==> config.mk <==
export PLATFORM = sky130hd
export DESIGN_NAME = sort_engine_axi
export DESIGN_NICKNAME = d
export VERILOG_FILES = /design/src/rtl/sort_engine_axi.sv
export SDC_FILE = /design/constraint.sdc
export NUM_CORES = 1
export LEC_CHECK = 0
export ABC_AREA = 1
export CORE_ASPECT_RATIO = 0.7
export CORE_UTILIZATION = 50
export CTS_CLUSTER_SIZE = 28
export DETAILED_ROUTE_END_ITERATION = 6
export PLACE_DENSITY = 0.75
export SLEW_MARGIN = 20
export SYNTH_ARGS = -nofsm -noshare
export SYNTH_HDL_FRONTEND = slang
export SYNTH_SLANG_ARGS = --single-unit
==> constraint.sdc <==
create_clock -name clk -period 3.9 [get_ports clk]
set_clock_uncertainty 0.05 [all_clocks]
set_input_delay 0.39 -clock clk [delete_from_list [all_inputs] [get_ports clk]]
set_output_delay 0.39 -clock clk [all_outputs]
set_load 0.01 [all_outputs]
==> src/rtl/sort_engine_axi.sv <==
// In-place insertion sort of an array in external memory over split AR/R/AW/W/B channels.
// One request is outstanding at a time. Any nonzero read or write response aborts the run.
module sort_engine_axi #(
  parameter int ADDR_WDTH  = 4,
  parameter int DATA_WDTH  = 32,
  parameter int RESP_WDTH  = 2,
  parameter bit SIGNED_CMP = 1'b0
) (
  input  logic                 clk,
  input  logic                 rst,
  input  logic                 start,
  input  logic [ADDR_WDTH:0]   arr_size,
  input  logic [ADDR_WDTH-1:0] base_addr,
  input  logic                 descending,
  output logic                 busy,
  output logic                 done,
  output logic                 err,
  output logic [ADDR_WDTH-1:0] ar_address,
  output logic                 ar_valid,
  input  logic                 ar_ready,
  input  logic [DATA_WDTH-1:0] r_data,
  input  logic [RESP_WDTH-1:0] r_resp,
  input  logic                 r_valid,
  output logic                 r_ready,
  output logic [ADDR_WDTH-1:0] aw_address,
  output logic                 aw_valid,
  input  logic                 aw_ready,
  output logic [DATA_WDTH-1:0] w_data,
  output logic                 w_valid,
  input  logic                 w_ready,
  input  logic [RESP_WDTH-1:0] b_resp,
  input  logic                 b_valid,
  output logic                 b_ready
);
  typedef enum logic [3:0] {
    IDLE, RD_KEY_AR, RD_KEY_R, RD_CMP_AR, RD_CMP_R,
    WR_SHIFT, WR_SHIFT_B, WR_KEY, WR_KEY_B, FINISH
  } state_e;

  localparam logic [ADDR_WDTH:0] IDX_ONE = {{ADDR_WDTH{1'b0}}, 1'b1};

  state_e state_q, state_d;
  logic [ADDR_WDTH:0]   n_q, i_q, p_q;
  logic [ADDR_WDTH-1:0] base_q, addr_q;
  logic [DATA_WDTH-1:0] key_q, wdata_q;
  logic desc_q, err_q, done_q, aw_done_q, w_done_q;

  logic ar_hs, aw_hs, w_hs, wr_both, r_err, b_err, gt, lt, ooo, last_i;
  logic [ADDR_WDTH:0] i_inc, i_dec, p_dec, p_dec2;

  assign ar_hs   = ar_valid & ar_ready;
  assign aw_hs   = aw_valid & aw_ready;
  assign w_hs    = w_valid & w_ready;
  assign wr_both = (aw_done_q | aw_hs) & (w_done_q | w_hs);
  assign r_err   = (r_resp != '0);
  assign b_err   = (b_resp != '0);
  assign i_inc   = i_q + IDX_ONE;
  assign i_dec   = i_q - IDX_ONE;
  assign p_dec   = p_q - IDX_ONE;
  assign p_dec2  = p_dec - IDX_ONE;
  assign last_i  = (i_inc == n_q);

  // Strict compare keeps equal keys in their original order.
  always_comb begin
    if (SIGNED_CMP) begin
      gt = $signed(r_data) > $signed(key_q);
      lt = $signed(r_data) < $signed(key_q);
    end else begin
      gt = r_data > key_q;
      lt = r_data < key_q;
    end
  end
  assign ooo = desc_q ? lt : gt;

  function automatic logic [ADDR_WDTH-1:0] phys(input logic [ADDR_WDTH:0] idx);
    return base_q + idx[ADDR_WDTH-1:0];
  endfunction

  always_ff @(posedge clk or posedge rst) begin
    if (rst) state_q <= IDLE;
    else     state_q <= state_d;
  end

  always_comb begin
    state_d = state_q;
    unique case (state_q)
      IDLE:       if (start) state_d = (arr_size <= IDX_ONE) ? FINISH : RD_KEY_AR;
      RD_KEY_AR:  if (ar_hs) state_d = RD_KEY_R;
      RD_KEY_R:   if (r_valid) state_d = r_err ? FINISH : RD_CMP_AR;
      RD_CMP_AR:  if (ar_hs) state_d = RD_CMP_R;
      RD_CMP_R:
        if (r_valid) begin
          if (r_err)           state_d = FINISH;
          else if (ooo)        state_d = WR_SHIFT;
          else if (p_q != i_q) state_d = WR_KEY;
          else                 state_d = last_i ? FINISH : RD_KEY_AR;
        end
      WR_SHIFT:   if (wr_both) state_d = WR_SHIFT_B;
      WR_SHIFT_B:
        if (b_valid) begin
          if (b_err)             state_d = FINISH;
          else if (p_dec != '0)  state_d = RD_CMP_AR;
          else                   state_d = WR_KEY;
        end
      WR_KEY:     if (wr_both) state_d = WR_KEY_B;
      WR_KEY_B:   if (b_valid) state_d = (b_err || last_i) ? FINISH : RD_KEY_AR;
      FINISH:     state_d = IDLE;
      default:    state_d = IDLE;
    endcase
  end

  always_comb begin
    busy     = (state_q != IDLE);
    ar_valid = (state_q == RD_KEY_AR) || (state_q == RD_CMP_AR);
    r_ready  = (state_q == RD_KEY_R)  || (state_q == RD_CMP_R);
    aw_valid = ((state_q == WR_SHIFT) || (state_q == WR_KEY)) && !aw_done_q;
    w_valid  = ((state_q == WR_SHIFT) || (state_q == WR_KEY)) && !w_done_q;
    b_ready  = (state_q == WR_SHIFT_B) || (state_q == WR_KEY_B);
  end

  assign done       = done_q;
  assign err        = err_q;
  assign ar_address = addr_q;
  assign aw_address = addr_q;
  assign w_data     = wdata_q;

  // addr_q is loaded on the transition into each request state so it is stable while valid is up.
  always_ff @(posedge clk or posedge rst) begin
    if (rst) begin
      n_q <= '0; i_q <= '0; p_q <= '0; base_q <= '0; addr_q <= '0;
      key_q <= '0; wdata_q <= '0; desc_q <= 1'b0; err_q <= 1'b0;
      done_q <= 1'b0; aw_done_q <= 1'b0; w_done_q <= 1'b0;
    end else begin
      done_q <= (state_q == FINISH);
      case (state_q)
        IDLE:
          if (start) begin
            n_q    <= arr_size;
            base_q <= base_addr;
            desc_q <= descending;
            err_q  <= 1'b0;
            i_q    <= IDX_ONE;
            addr_q <= base_addr + ADDR_WDTH'(1);
          end
        RD_KEY_R:
          if (r_valid) begin
            if (r_err) err_q <= 1'b1;
            else begin
              key_q  <= r_data;
              p_q    <= i_q;
              addr_q <= phys(i_dec);
            end
          end
        RD_CMP_R:
          if (r_valid) begin
            if (r_err) err_q <= 1'b1;
            else if (ooo) begin
              addr_q  <= phys(p_q);
              wdata_q <= r_data;
            end else if (p_q != i_q) begin
              addr_q  <= phys(p_q);
              wdata_q <= key_q;
            end else begin
              i_q    <= i_inc;
              addr_q <= phys(i_inc);
            end
          end
        WR_SHIFT, WR_KEY:
          if (wr_both) begin
            aw_done_q <= 1'b0;
            w_done_q  <= 1'b0;
          end else begin
            aw_done_q <= aw_done_q | aw_hs;
            w_done_q  <= w_done_q | w_hs;
          end
        WR_SHIFT_B:
          if (b_valid) begin
            if (b_err) err_q <= 1'b1;
            else begin
              p_q <= p_dec;
              if (p_dec != '0) addr_q <= phys(p_dec2);
              else begin
                addr_q  <= base_q;
                wdata_q <= key_q;
              end
            end
          end
        WR_KEY_B:
          if (b_valid) begin
            if (b_err) err_q <= 1'b1;
            else begin
              i_q    <= i_inc;
              addr_q <= phys(i_inc);
            end
          end
        default: ;
      endcase
    end
  end
endmodule

Word-level counts from Yosys, hierarchy flattened
Cells that the tools add are included.
Cells by class
  $lt $le $gt $ge: 3
  multiplexer cells: 62
  eq/ne operators: 32
  bitwise gates (word level): 7
  reductions and logical operators: 30
  add/subtract/negate cells: 9
Operators with widths (number)
  $mux W32: 7
  $mux W4: 29
  $pmux W32 S2: 1
  $mux W5: 11
  $pmux W4 S9: 1
  $gt A32 B32 Y1: 1
  $lt A32 B32 Y1: 1
  $ne A2 B2 Y1 const B: 16
  $pmux W4 S5: 1
  $add A4 B4 Y4: 4
  $eq A4 B3 Y1 const B: 4
  $pmux W5 S3: 1
  $pmux W5 S2: 1
  $reduce_and A10 Y1: 1
  $reduce_bool A5 Y1: 2
  $reduce_and A9 Y1: 1
  $eq A4 B2 Y1 const B: 2
  $eq A4 B4 Y1 const B: 2
  $mux W1: 8
  $ne A2 B1 Y1 const B: 4
  $reduce_and A8 Y1: 1
  $reduce_bool A2 Y1: 4
  $sub A4 B1 Y4 const B: 2
  $reduce_and A7 Y1: 1
  other kinds (24): 37
Word-level totals
  bits in registers: 96
  word-level logic and storage cells: 156
  output and inout bits: 48
  bits of input ports: 54

Depth between registers and ports, before layout
Gate-level depths: netlist (run 1).
  depth in word-level cells: 8
  mapped depth: 22
  gate-level depth less buffers: 21

Least setup slack after synthesis (run 1)
Ideal clock, no wire load.
  path kind: flip-flop to flip-flop
  start: reg p_q[0]
  end: reg addr_q[3] (netlist: ar_address[3])
  path buffers: 0
  data arrival time: 2.585 ns
  path slack: 1.148 ns
  stages on the path, launching flop included: 18
  path through: dfrtp_1 > inv_2 > ha_1 > xor2_1 > inv_1 > ha_1 > inv_1 > fa_1 > xnor2_1 > xor2_1 > xor2_1 > nand2_1 > o211ai_1 > nand3_1 > nor2_1 > nand2_1 > nand2_1 > nand2_1
Between the ends
  longest elaborated chain between the ends: 7
  elaborated cells on any way between the ends: 14
RTL lines
  start, declared: RTL line 43  | logic [ADDR_WDTH:0] n_q, i_q, p_q;
  start signal, assigned: RTL line 150  | p_q <= i_q;
  start signal, assigned: RTL line 180  | p_q <= p_dec;
  $sub A5 B1 Y5: RTL line 59  | assign p_dec = p_q - IDX_ONE;
  $sub A4 B1 Y4: RTL line 60  | assign p_dec2 = p_dec - IDX_ONE;
  $add A4 B4 Y4: RTL line 76  | return base_q + idx[ADDR_WDTH-1:0];
  $mux W4: RTL line 181  | if (p_dec != '0) addr_q <= phys(p_dec2);
  $mux W4: RTL line 178  | if (b_err) err_q <= 1'b1;
  $mux W4: RTL line 177  | if (b_valid) begin
  $pmux W4 S5 *: RTL line 135  | case (state_q)
  end signal, assigned: RTL line 143  | addr_q <= base_addr + ADDR_WDTH'(1);
  end signal, assigned: RTL line 181
  end signal, assigned: RTL line 183  | addr_q <= base_q;
  end, declared: RTL line 44  | logic [ADDR_WDTH-1:0] base_q, addr_q;
Every way passes the cells marked *; elsewhere a longest branch is shown, timed or not. The select of a mux whose other input is x is not followed.
A chain may end at the register's enable or synchronous reset.

Worst setup path in the final report (run 1)
Ends and elaborated chain as after synthesis.

==> impl_metrics.csv, run 1 <==
group,metric,value,unit
outcome,run_status,"complete, but fails checks",
outcome,failing_checks,"DRC",
synthesis,dominant_combinational_cell_family_by_area_after_synthesis,"simple AND/OR/NAND/NOR gates",
cells_and_area,drive_gt1_share,7.46,%
synthesis,post_synthesis_adder_cell_area_fraction,10.8,%
power,max-vdd-ir-drop,0.407,mV
drt,viasPerCell,5.06,
sta,timing_hold_violations_final,0,
cells_and_area,post_layout_nonfiller_instances,1127,
sta,setup-tns-final,0,ns
sta,max_freq,0.333,GHz
floorplanning,row_count,34,
clocking,post_cts_hold_buffer_count,0,
drt,route.detailed.drc,6,
clocking,tritoncts.num_buffers,9,
worst_setup_path,cp_num_buf_inv,3,
place,place.detailed.instances,1111,
cells_and_area,layout.cells.most_common,"nand2_1",
global_route,globalRouteTotalUtil,24.6,%
clocking,numClockSinks,96,
synthesis,synth.cell_area,0.00655,mm^2
synthesis,yosys.cell_types.count,45,
drt,detail_route.iter0.violations,461,
drt,detail-route-antenna-nets,0,
synthesis,synth_nets,980,
cells_and_area,antenna-diode-count,0,
power,total_power,6.34,mW
floorplanning,die_x,139,um
clocking,post_cts_resized,0,
worst_setup_path,crit_type,"reg2reg",
worst_setup_path,slowest_delay,0.47,ns
cells_and_area,nFillCells,1110,
synthesis,synth-xor-area-share,3.21,%
global_route,grt_antenna_before_repair,0,
power,p_leak,3.93,nW
worst_setup_path,crit_top_cell,"nand2_1",
sta,timing.slew.headroom,59.3,%
power,power_density,796,mW/mm^2
floorplanning,boundaryPins,102,
cells_and_area,nets,1068,
worst_setup_path,worst_ep_required_time,4.09,ns
synthesis,post_synth_and_or_nand_nor_area_fraction,26.5,%
synthesis,syn_area_per_cell,7.51,um^2
sta,unrepaired_setup_endpoints_after_global_routing,"no",
clocking,tritoncts,"yes",
clocking,ctsRootBufferMaster,"clkbuf_16",
cells_and_area,area.growth.synth_to_final,21.7,%
clocking,insertion_delay,0.35,ns
sta,slew_violations,0,
synthesis,synth-compound-area-share,11.8,%
hold_path,hp-class,"in2async",
synthesis,netlist_instances,872,
global_route,grt_pass1_vias,5318,
cells_and_area,post-route-cell-area,0.00797,mm^2
global_route,grt_pass1_wl,26500,um
worst_setup_path,setup.worst_path.start_class,"flip-flop",
global_route,grt-ovfl-total,0,
drt,via_count,5699,
worst_setup_path,cpMaxStageDelayCell,"dfrtp_1",
worst_setup_path,timing.critical_path.arrival,3.19,ns
sta,final_period_minus_worst_setup_slack,3.00,ns
global_route,grt_max_degree,65,
place,globalplace.congestion,0.904,
worst_setup_path,cell_class_contributing_the_biggest_share_of_worst_path_delay,"adder cells",
drt,drt_pass1_iterations,7,
job,cap_viol_max_count,0,
place,placement.io_buffers,101,
sta,final.period_utilization,76.9,%
floorplanning,coreArea,0.0126,mm^2
clocking,clkTransAtPathRegs,0.07,ns
sta,setup-violations-final,0,
place,post-dp-hpwl,11700,um
synthesis,synth.area.mux_share,0,%
cells_and_area,top_library_cells_by_usage_in_the_layout_fill_and_taps_aside,"274 x nand2_1, 120 x inv_1, 101 x clkdlybuf4s50_1",
drt,routedWlPerCell,14.1,um
worst_setup_path,crit_path_max_fanout,6,
floorplanning,initial_utilization,52.0,%
place,detailed_place.area,0.00761,mm^2
floorplanning,die_area,0.0136,mm^2
synthesis,synth.ff_latch_count,96,
clocking,clock_path_buffers,2,
sta,worst_slew_pin_slew,0.611,ns
synthesis,yosys_warnings,0,
floorplanning,die-height,97.7,um
clocking,cts.repair_timing.setup_buffer_count,0,
drt,routed_wl,15900,um
clocking,cts.htree.levels,3,
worst_setup_path,end_kind,"flip-flop",
synthesis,seq_area_frac_synth,36.7,%
worst_setup_path,worstPathCellList,"inv_2 > ha_1 > xor2_1 > inv_1 > ha_1 > inv_1 > fa_1 > xnor2_1 > xor2_1 > xor2_1 > nand2_1 > o211ai_1 > nand3_1 > nor2_1 > nand2_1 > nand2_1 > nand2_1",
-- logic make-up after synthesis --
group,count (synthesis)
compound gates,145
buf+inv,166
fa+ha+maj,54
simple gates,387
xor+xnor,24
flops,96
-- metal layers --
metal | global-route usage, % | vias to the layer above | wire (um)
met5 | 0 | - | 0
met4 | 4.96 | 0 | 121
met3 | 4.07 | 12 | 858
met2 | 36.3 | 152 | 6510
met1 | 37.7 | 2607 | 8410
li1 | - | 2928 | -
-- registers in the layout (all words and copies together) (netlist names) --
| name | cells |
|---|---|
| desc_q | 1 |
| aw_done_q | 1 |
| p_q | 5 |
| base_q | 4 |
| key_q | 32 |
| err | 1 |
| done | 1 |
| w_done_q | 1 |
| i_q | 5 |
| w_data | 32 |
| n_q | 5 |
| state_q | 4 |
| ar_address | 4 |
-- per-stage QoR --
stage          util [%]  setup WS, ns  hold slack [ns]
5_1_grt            63.3         0.631            0.461
4_1_cts            63.3         0.920            0.438
6_report           63.3         0.901            0.426
3_3_place_gp       60.4         0.986            0.416
2_1_floorplan         -         0.955            0.418
3_5_place_dp       60.4         0.891            0.419
-- synth_stat cells, drive strengths merged --
library cell	number	share of area, %
nand2	284	17
inv	135	7.9
o21ai	104	8.1
dfrtp	96	37
nor2	52	4.1
ha	50	9.6
nand3	34	2.9
a21oi	25	2.0
buf	19	2.3
xor2	16	2.1
clkbuf	9	0.52
xnor2	8	1.1
nand4	7	0.67
nor3	7	0.71
o211ai	5	0.57
fa	4	1.2
clkinv	3	0.27
o22ai	3	0.29
a31oi	2	0.19
nor4	2	0.52
o21a	2	0.23
a211oi	1	0.11
a21o	1	0.11
nand3b	1	0.11
o21bai	1	0.11
o311a	1	0.15
-- report_power, final --
part           leakage [nW]  internal (mW)  switching [mW]
combinational          2.52           1.44            2.07
clock                 0.175          0.649           0.408
sequential             1.24           1.41           0.366
total                  3.93           3.50            2.84
-- worst register-to-register path, stage by stage, from the launching register on --
cell	delay, ns
dfrtp_1	0.47
inv_2	0.07
ha_1	0.22
xor2_1	0.19
inv_1	0.08
ha_1	0.28
inv_1	0.06
fa_1	0.44
xnor2_1	0.20
xor2_1	0.18
xor2_1	0.17
nand2_1	0.07
o211ai_1	0.08
nand3_1	0.09
nor2_1	0.09
nand2_1	0.06
nand2_1	0.05
nand2_1	0.04
-- path summary, 6_finish.rpt --
path,start,end,slack [ns],cells past startpoint
min in group clk,w_data[26],w_data[26],0.44,2
worst max-delay path,p_q[0],ar_address[3],0.90,17
max in group asynchronous,rst,aw_done_q,2.59,3
worst max register to register,p_q[0],ar_address[3],0.90,17
worst min-delay path,rst,key_q[5],0.43,2
worst min register to register,w_data[26],w_data[26],0.44,2
-- final cells by class --
| type | instances | area (um^2) | share of cell area [%] |
|---|---|---|---|
| repair buffers | 105 | 1040 | 13.1 |
| clock buffers | 10 | 239 | 3.00 |
| inverters | 138 | 537 | 6.74 |
| clock inverters | 6 | 115 | 1.45 |
| flip-flops and latches | 96 | 2400 | 30.2 |
| multi-input cells | 610 | 3430 | 43.0 |
| well taps | 162 | 203 | 2.54 |
(Power assumes the default switching activity.)
==> run 2, diff against run 1 <==
Settings changed: PLACE_DENSITY 0.75 to 0.78.
Clock period 3.9 ns to 2.5 ns, I/O delays scaled along.
==> run 2 against run 1 <==
Net effect: the run ends with DRC, setup timing left; count of clock-buffer cells in the layout rose by 2; final cell count rose by 3.4%; sequential cell count did not move.
==> impl_metrics.csv, run 2 (synthesized netlist as in run 1, its figures left out) <==
group,metric,value,unit
outcome,run_status,"complete, but fails checks",
outcome,failing_checks,"DRC, setup timing",
power,total_power,10.5,mW
floorplanning,boundaryPins,102,
power,p_int,5.79,mW
cells_and_area,drive_gt1_share,12.1,%
place,placement.io_buffers,101,
drt,detail_route.iter0.violations,411,
sta,final.period_utilization,107,%
cells_and_area,antenna-diode-count,0,
place,detailed_place.area,0.00800,mm^2
place,globalplace.congestion,0.950,
cells_and_area,post_layout_nonfiller_instances,1165,
cells_and_area,nFillCells,1087,
worst_setup_path,timing.reg2reg.worst_path_depth,16,
clocking,numClockSinks,96,
drt,routedWlPerCell,14.5,um
drt,via_count,5984,
worst_setup_path,timing.rr.start,"p_q[1]",
cells_and_area,area.sequential,0.00240,mm^2
global_route,grt_pass1_wl,28400,um
power,combinationalPowerShare,61.5,%
hold_path,hp-class,"in2async",
cells_and_area,top_library_cells_by_usage_in_the_layout_fill_and_taps_aside,"273 x nand2_1, 117 x inv_1, 101 x clkdlybuf4s50_1",
floorplanning,die-height,97.7,um
worst_setup_path,reg_to_reg_slack_setup,-0.18,ns
clocking,tritoncts,"yes",
cells_and_area,layout.cells.most_common,"nand2_1",
global_route,grt_most_used_layer,"met1",
worst_setup_path,worst_ep_required_time,2.69,ns
worst_setup_path,rr_endpoint,"ar_address[3]",
drt,detail-route-antenna-nets,0,
cells_and_area,nets,1106,
global_route,grt.met2_usage,38.7,%
clocking,cts.htree.levels,3,
clocking,insertion_delay,0.35,ns
place,place.detailed.instances,1145,
sta,setup-tns-final,-0.183,ns
worst_setup_path,crit_path_max_fanout,2,
sta,post-route-worst-setup-slack,-0.183,ns
power,max-vdd-ir-drop,0.612,mV
sta,timing_hold_violations_final,0,
clocking,ctsRootBufferMaster,"clkbuf_16",
clocking,tritoncts.num_buffers,9,
sta,worst_slew_pin_slew,0.588,ns
worst_setup_path,crit_type,"reg2reg",
power,share_of_power_burned_in_registers,25.9,%
sta,setup-violations-final,1,
cells_and_area,area.growth.synth_to_final,27.5,%
floorplanning,row_count,34,
job,cap_viol_max_count,0,
global_route,gr-usage-met3,6.77,%
place,post-dp-hpwl,13000,um
worst_setup_path,setup.worst_path.start_class,"flip-flop",
global_route,grt_pass1_vias,5810,
cells_and_area,post-route-cell-area,0.00835,mm^2
floorplanning,die_x,139,um
clocking,clock_path_buffers,2,
sta,final_period_minus_worst_setup_slack,2.68,ns
global_route,grt-ovfl-total,0,
power,p_leak,4.11,nW
power,power_density,1250,mW/mm^2
drt,drt_pass1_iterations,7,
global_route,grt_antenna_before_repair,0,
power,power_switching_share,44.7,%
power,clkPwrFrac,12.6,%
global_route,globalRouteTotalUtil,26.5,%
power,power.net_switching,4.67,mW
floorplanning,initial_utilization,52.0,%
sta,timing.slew.headroom,60.8,%
cells_and_area,multi_input_comb_area,0.00351,mm^2
floorplanning,die_area,0.0136,mm^2
worst_setup_path,timing.critical_path.arrival,2.88,ns
sta,unrepaired_setup_endpoints_after_global_routing,"yes",
sta,slew_violations,0,
worst_setup_path,end_kind,"flip-flop",
sta,max_freq,0.373,GHz
clocking,clkTransAtPathRegs,0.07,ns
floorplanning,coreArea,0.0126,mm^2
drt,viasPerCell,5.14,
drt,routed_wl,16900,um
global_route,met1_usage,39.0,%
global_route,grt_max_degree,65,
drt,route.detailed.drc,7,
cells_and_area,fin_util,66.3,%
[run 2: cell types whose count changed in the layout (fill, tap and decap cells not counted), sizes merged]
cell      before  now
clkinvlp       0    2
inv          136  134
buf            4   42
clkbuf        10   12
clkinv         5    6
bufinv         3    0
[run 2: critical path: stages, from the launching register on]
cell,delay (ns)
dfrtp_1,0.40
inv_2,0.08
ha_4,0.21
ha_4,0.25
inv_2,0.03
ha_4,0.15
fa_2,0.40
xnor2_2,0.15
xor2_1,0.19
xor2_1,0.16
nand2_1,0.06
o211ai_1,0.08
nand3_1,0.09
nor2_1,0.10
nand2_1,0.06
nand2_1,0.06
nand2_1,0.04
[run 2: power groups by stage]
stage | Combinational, mW | Sequential, mW | Clock, mW
2_1_floorplan | 4.06 | 2.71 | 0
3_3_place_gp | 6.06 | 2.69 | 0
3_5_place_dp | 6.21 | 2.72 | 0
4_1_cts | 6.28 | 2.70 | 1.34
5_1_grt | 7.22 | 2.79 | 1.40
6_report | 6.43 | 2.71 | 1.32
[run 2: timing repair]
action	in CTS	in global routing
hold buffers	0	0
buffers inserted	1	3
gates resized for setup	1	9
endpoints found under the setup margin	1	25
[run 2: worst max-delay path by stage]
| stage | depth (start not counted) | start | to | slack, ns |
|---|---|---|---|---|
| floorplan | 16 | p_q[1] | ar_address[3] | -0.11 |
| global placement | 17 | p_q[1] | ar_address[3] | -0.11 |
| CTS | 16 | p_q[1] | ar_address[3] | -0.16 |
| global route | 16 | p_q[1] | ar_address[3] | -0.37 |
| finish | 16 | p_q[1] | ar_address[3] | -0.18 |
| detailed placement | 17 | p_q[1] | ar_address[3] | -0.17 |
[run 2: area by class of cell]
type	instances	area share (%)
Clock buffer	12	2.95
Clock inverter	4	0.360
Inverter	138	6.44
Multi-Input combinational cell	610	42.1
Sequential cell	96	28.8
Tap cell	162	2.43
Timing Repair Buffer	143	17.0
[run 2: through the flow]
| step | setup WS, ns | hold slack, ns |
|---|---|---|
| 2_1_floorplan | -0.108 | 0.310 |
| 3_3_place_gp | -0.114 | 0.414 |
| 4_1_cts | -0.165 | 0.266 |
| 3_5_place_dp | -0.173 | 0.414 |
| 5_1_grt | -0.365 | 0.302 |
| 6_report | -0.183 | 0.256 |
[run 2: metal layers]
metal / routed length, um / part of all wire, %
met1: 8350 / 49
met4: 193 / 1.1
met3: 1430 / 8.5
met5: 0 / 0
met2: 6890 / 41
==> run 3, diff against run 2 <==
--- a/config.mk
+++ b/config.mk
@@ -11,4 +11,5 @@
 export CTS_CLUSTER_SIZE = 28
 export DETAILED_ROUTE_END_ITERATION = 6
+export GPL_TIMING_DRIVEN = 0
 export PLACE_DENSITY = 0.78
 export SLEW_MARGIN = 20
--- a/constraint.sdc
+++ b/constraint.sdc
@@ -3,3 +3,3 @@
 set_input_delay 0.25 -clock clk [delete_from_list [all_inputs] [get_ports clk]]
 set_output_delay 0.25 -clock clk [all_outputs]
-set_load 0.01 [all_outputs]
+set_load 0.1 [all_outputs]
==> run 3 against run 2 <==
Net effect: the flow still finishes with violations (DRC, setup timing); critical endpoint unchanged; first-iteration DRC count rose by 21%; via count rose by 1.8%; non-clock buffer count rose by 5; wire length rose by 2.8%; clock power rose by 7%; maximum frequency fell by 4.8%; sequential cell count did not move; setup slack got worse by 0.14 ns; die area did not move; global-route usage fell by 0.12 points; sequential share of layout area fell by 0.30 points.
==> impl_metrics.csv, run 3 (synthesized netlist as in run 1, its figures left out) <==
group,metric,value,unit
worst_setup_path,rr_endpoint,"ar_address[3]",
global_route,grt_pass1_vias,5609,
drt,detail-route-antenna-nets,0,
sta,final.period_utilization,113,%
power,p_leak,4.14,nW
floorplanning,row_count,34,
global_route,grt_antenna_before_repair,0,
cells_and_area,drive_gt1_share,13.7,%
clocking,cts.htree.levels,3,
sta,timing_hold_violations_final,0,
power,power_density,1510,mW/mm^2
global_route,grt_most_used_layer,"met1",
worst_setup_path,slowest_delay,0.43,ns
worst_setup_path,cp_num_buf_inv,3,
sta,hold_ws,0.190,ns
place,globalplace.congestion,0.910,
global_route,globalRouteTotalUtil,26.3,%
outcome,failing_checks,"DRC, setup timing",
clocking,clkTransAtPathRegs,0.07,ns
clocking,numClockSinks,96,
drt,routed_wl,17300,um
clocking,clock_path_buffers,2,
cells_and_area,area.growth.synth_to_final,28.9,%
sta,final_period_minus_worst_setup_slack,2.82,ns
power,total_power,12.7,mW
clocking,ctsRootBufferMaster,"clkbuf_16",
floorplanning,initial_utilization,52.0,%
worst_setup_path,worst_ep_required_time,2.69,ns
drt,detail_route.iter0.violations,498,
worst_setup_path,setup.worst_path.start_class,"flip-flop",
power,power.net_switching,6.92,mW
sta,slew_violations,0,
power,max-vdd-ir-drop,0.905,mV
worst_setup_path,crit_path_max_fanout,2,
cells_and_area,layout.cells.most_common,"nand2_1",
worst_setup_path,cpMaxStageDelayCell,"dfrtp_2",
sta,max_freq,0.355,GHz
worst_setup_path,timing.critical_path.to,"ar_address[3]",
worst_setup_path,worstPathCellList,"inv_4 > ha_4 > xor2_2 > inv_2 > ha_4 > inv_2 > fa_2 > xnor2_2 > xor2_1 > xor2_1 > nand2_1 > o211ai_1 > nand3_1 > nor2_1 > nand2_1 > nand2_1 > nand2_1",
worst_setup_path,timing.critical_path.arrival,3.01,ns
drt,viasPerCell,5.21,
global_route,grt_max_degree,32,
worst_setup_path,timing.critical_path.depth,17,
global_route,grt-ovfl-total,0,
worst_setup_path,crit_top_cell,"nand2_1",
worst_setup_path,cp-startpoint,"p_q[0]",
worst_setup_path,reg_to_reg_slack_setup,-0.32,ns
cells_and_area,nFillCells,1100,
cells_and_area,area.sequential,0.00240,mm^2
sta,worst_slew_pin_slew,1.01,ns
clocking,tritoncts,"yes",
cells_and_area,antenna-diode-count,0,
floorplanning,die-height,97.7,um
floorplanning,die_area,0.0136,mm^2
drt,via_count,6092,
hold_path,hp-class,"in2async",
power,clkPwrFrac,11.0,%
global_route,met1_usage,40.6,%
cells_and_area,nets,1111,
power,combinationalPowerShare,67.9,%
floorplanning,coreArea,0.0126,mm^2
global_route,grt.met2_usage,37.5,%
place,post-dp-hpwl,12900,um
job,cap_viol_max_count,0,
drt,drt_pass1_iterations,7,
worst_setup_path,end_kind,"flip-flop",
worst_setup_path,timing.rr.start,"p_q[0]",
sta,setup-violations-final,1,
power,share_of_power_burned_in_registers,21.1,%
drt,route.detailed.drc,11,
power,power_switching_share,54.3,%
power,p_int,5.82,mW
clocking,tritoncts.num_buffers,9,
worst_setup_path,crit_type,"reg2reg",
cells_and_area,top_library_cells_by_usage_in_the_layout_fill_and_taps_aside,"272 x nand2_1, 115 x inv_1, 95 x dfrtp_1",
drt,routedWlPerCell,14.8,um
global_route,grt_pass1_wl,28200,um
outcome,run_status,"complete, but fails checks",
sta,post-route-worst-setup-slack,-0.319,ns
floorplanning,boundaryPins,102,
worst_setup_path,timing.reg2reg.worst_path_depth,17,
clocking,insertion_delay,0.35,ns
floorplanning,die_x,139,um
sta,timing.slew.headroom,32.3,%
sta,unrepaired_setup_endpoints_after_global_routing,"yes",
worst_setup_path,cell_class_contributing_the_biggest_share_of_worst_path_delay,"adder cells",
place,placement.io_buffers,101,
cells_and_area,multi_input_comb_area,0.00361,mm^2
global_route,gr-usage-met3,5.49,%
-- run 3: cell count changes in the layout (fill, tap and decap cells not counted), moves of 4 or more --
cell             previous run  this run
clkbuf_1                    2        10
clkdlybuf4s50_1           101        94
buf_6                       1         9
o21ai_0                    79        67
buf_12                      7         3
buf_4                      34        24
o21ai_1                    23        31
-- run 3: cell type report --
class / count / area share, %
Buffer: 28 / 2.43
Clock buffer: 11 / 2.88
Clock inverter: 5 / 0.667
Inverter: 138 / 6.41
Multi-Input combinational cell: 610 / 42.7
Sequential cell: 96 / 28.5
Tap cell: 162 / 2.40
Timing Repair Buffer: 120 / 14.0
-- run 3: metal layers --
| layer | share of wire (%) | up-vias |
|---|---|---|
| met5 | 0 | - |
| met4 | 1.4 | 0 |
| met3 | 9.5 | 27 |
| met2 | 41 | 260 |
| met1 | 49 | 2785 |
| li1 | - | 3020 |
-- run 3: power groups by stage --
stage                     Clock (mW)  Combinational (mW)  Sequential, mW
final                           1.41                8.65            2.69
after global routing            1.50                9.38            2.76
after CTS                       1.43                8.11            2.68
after detailed placement           0                8.01            2.71
after global placement             0                7.87            2.70
after floorplan                    0                4.52            4.30
-- run 3: what timing repair did --
item | in CTS | in global routing
hold buffers | 0 | 0
gates resized for setup | 17 | 49
gates cloned | 0 | 0
pin swaps | 0 | 18
setup buffers | 2 | 14
setup endpoints to repair | 11 | 42
-- run 3: how the worst min path moves through the flow --
stage            startpoint    endpoint  slack, ns  cells past startpoint
2_1_floorplan  base_addr[3]   base_q[3]       0.31                      2
6_report                rst  state_q[2]       0.19                      2
3_3_place_gp     w_data[10]  w_data[10]       0.41                      2
5_1_grt                 rst  state_q[2]       0.23                      2
3_5_place_dp      w_data[9]   w_data[9]       0.41                      2
4_1_cts                 rst  state_q[2]       0.20                      2
-- run 3: worst register-to-register path, stage by stage (launching register included) --
cell and delay [ns]:
dfrtp_2 0.43, inv_4 0.07, ha_4 0.15, xor2_2 0.16
inv_2 0.08, ha_4 0.26, inv_2 0.04, fa_2 0.40
xnor2_2 0.19, xor2_1 0.21, xor2_1 0.16, nand2_1 0.06
o211ai_1 0.09, nand3_1 0.09, nor2_1 0.10, nand2_1 0.08
nand2_1 0.06, nand2_1 0.04
-- run 3: through the flow --
stage / setup slack (ns) / util (%) / cell area [um^2] / cells / setup TNS [ns]
floorplan: -0.114 / - / 6600 / 872 / -0.114
global placement: -0.421 / 62.1 / 7810 / 1135 / -12.09
detailed placement: -0.445 / 62.5 / 7870 / 1138 / -9.78
CTS: -0.308 / 65.1 / 8200 / 1156 / -0.437
global route: -0.468 / 67.0 / 8440 / 1170 / -2.42
finish: -0.319 / 67.0 / 8440 / 1170 / -0.319
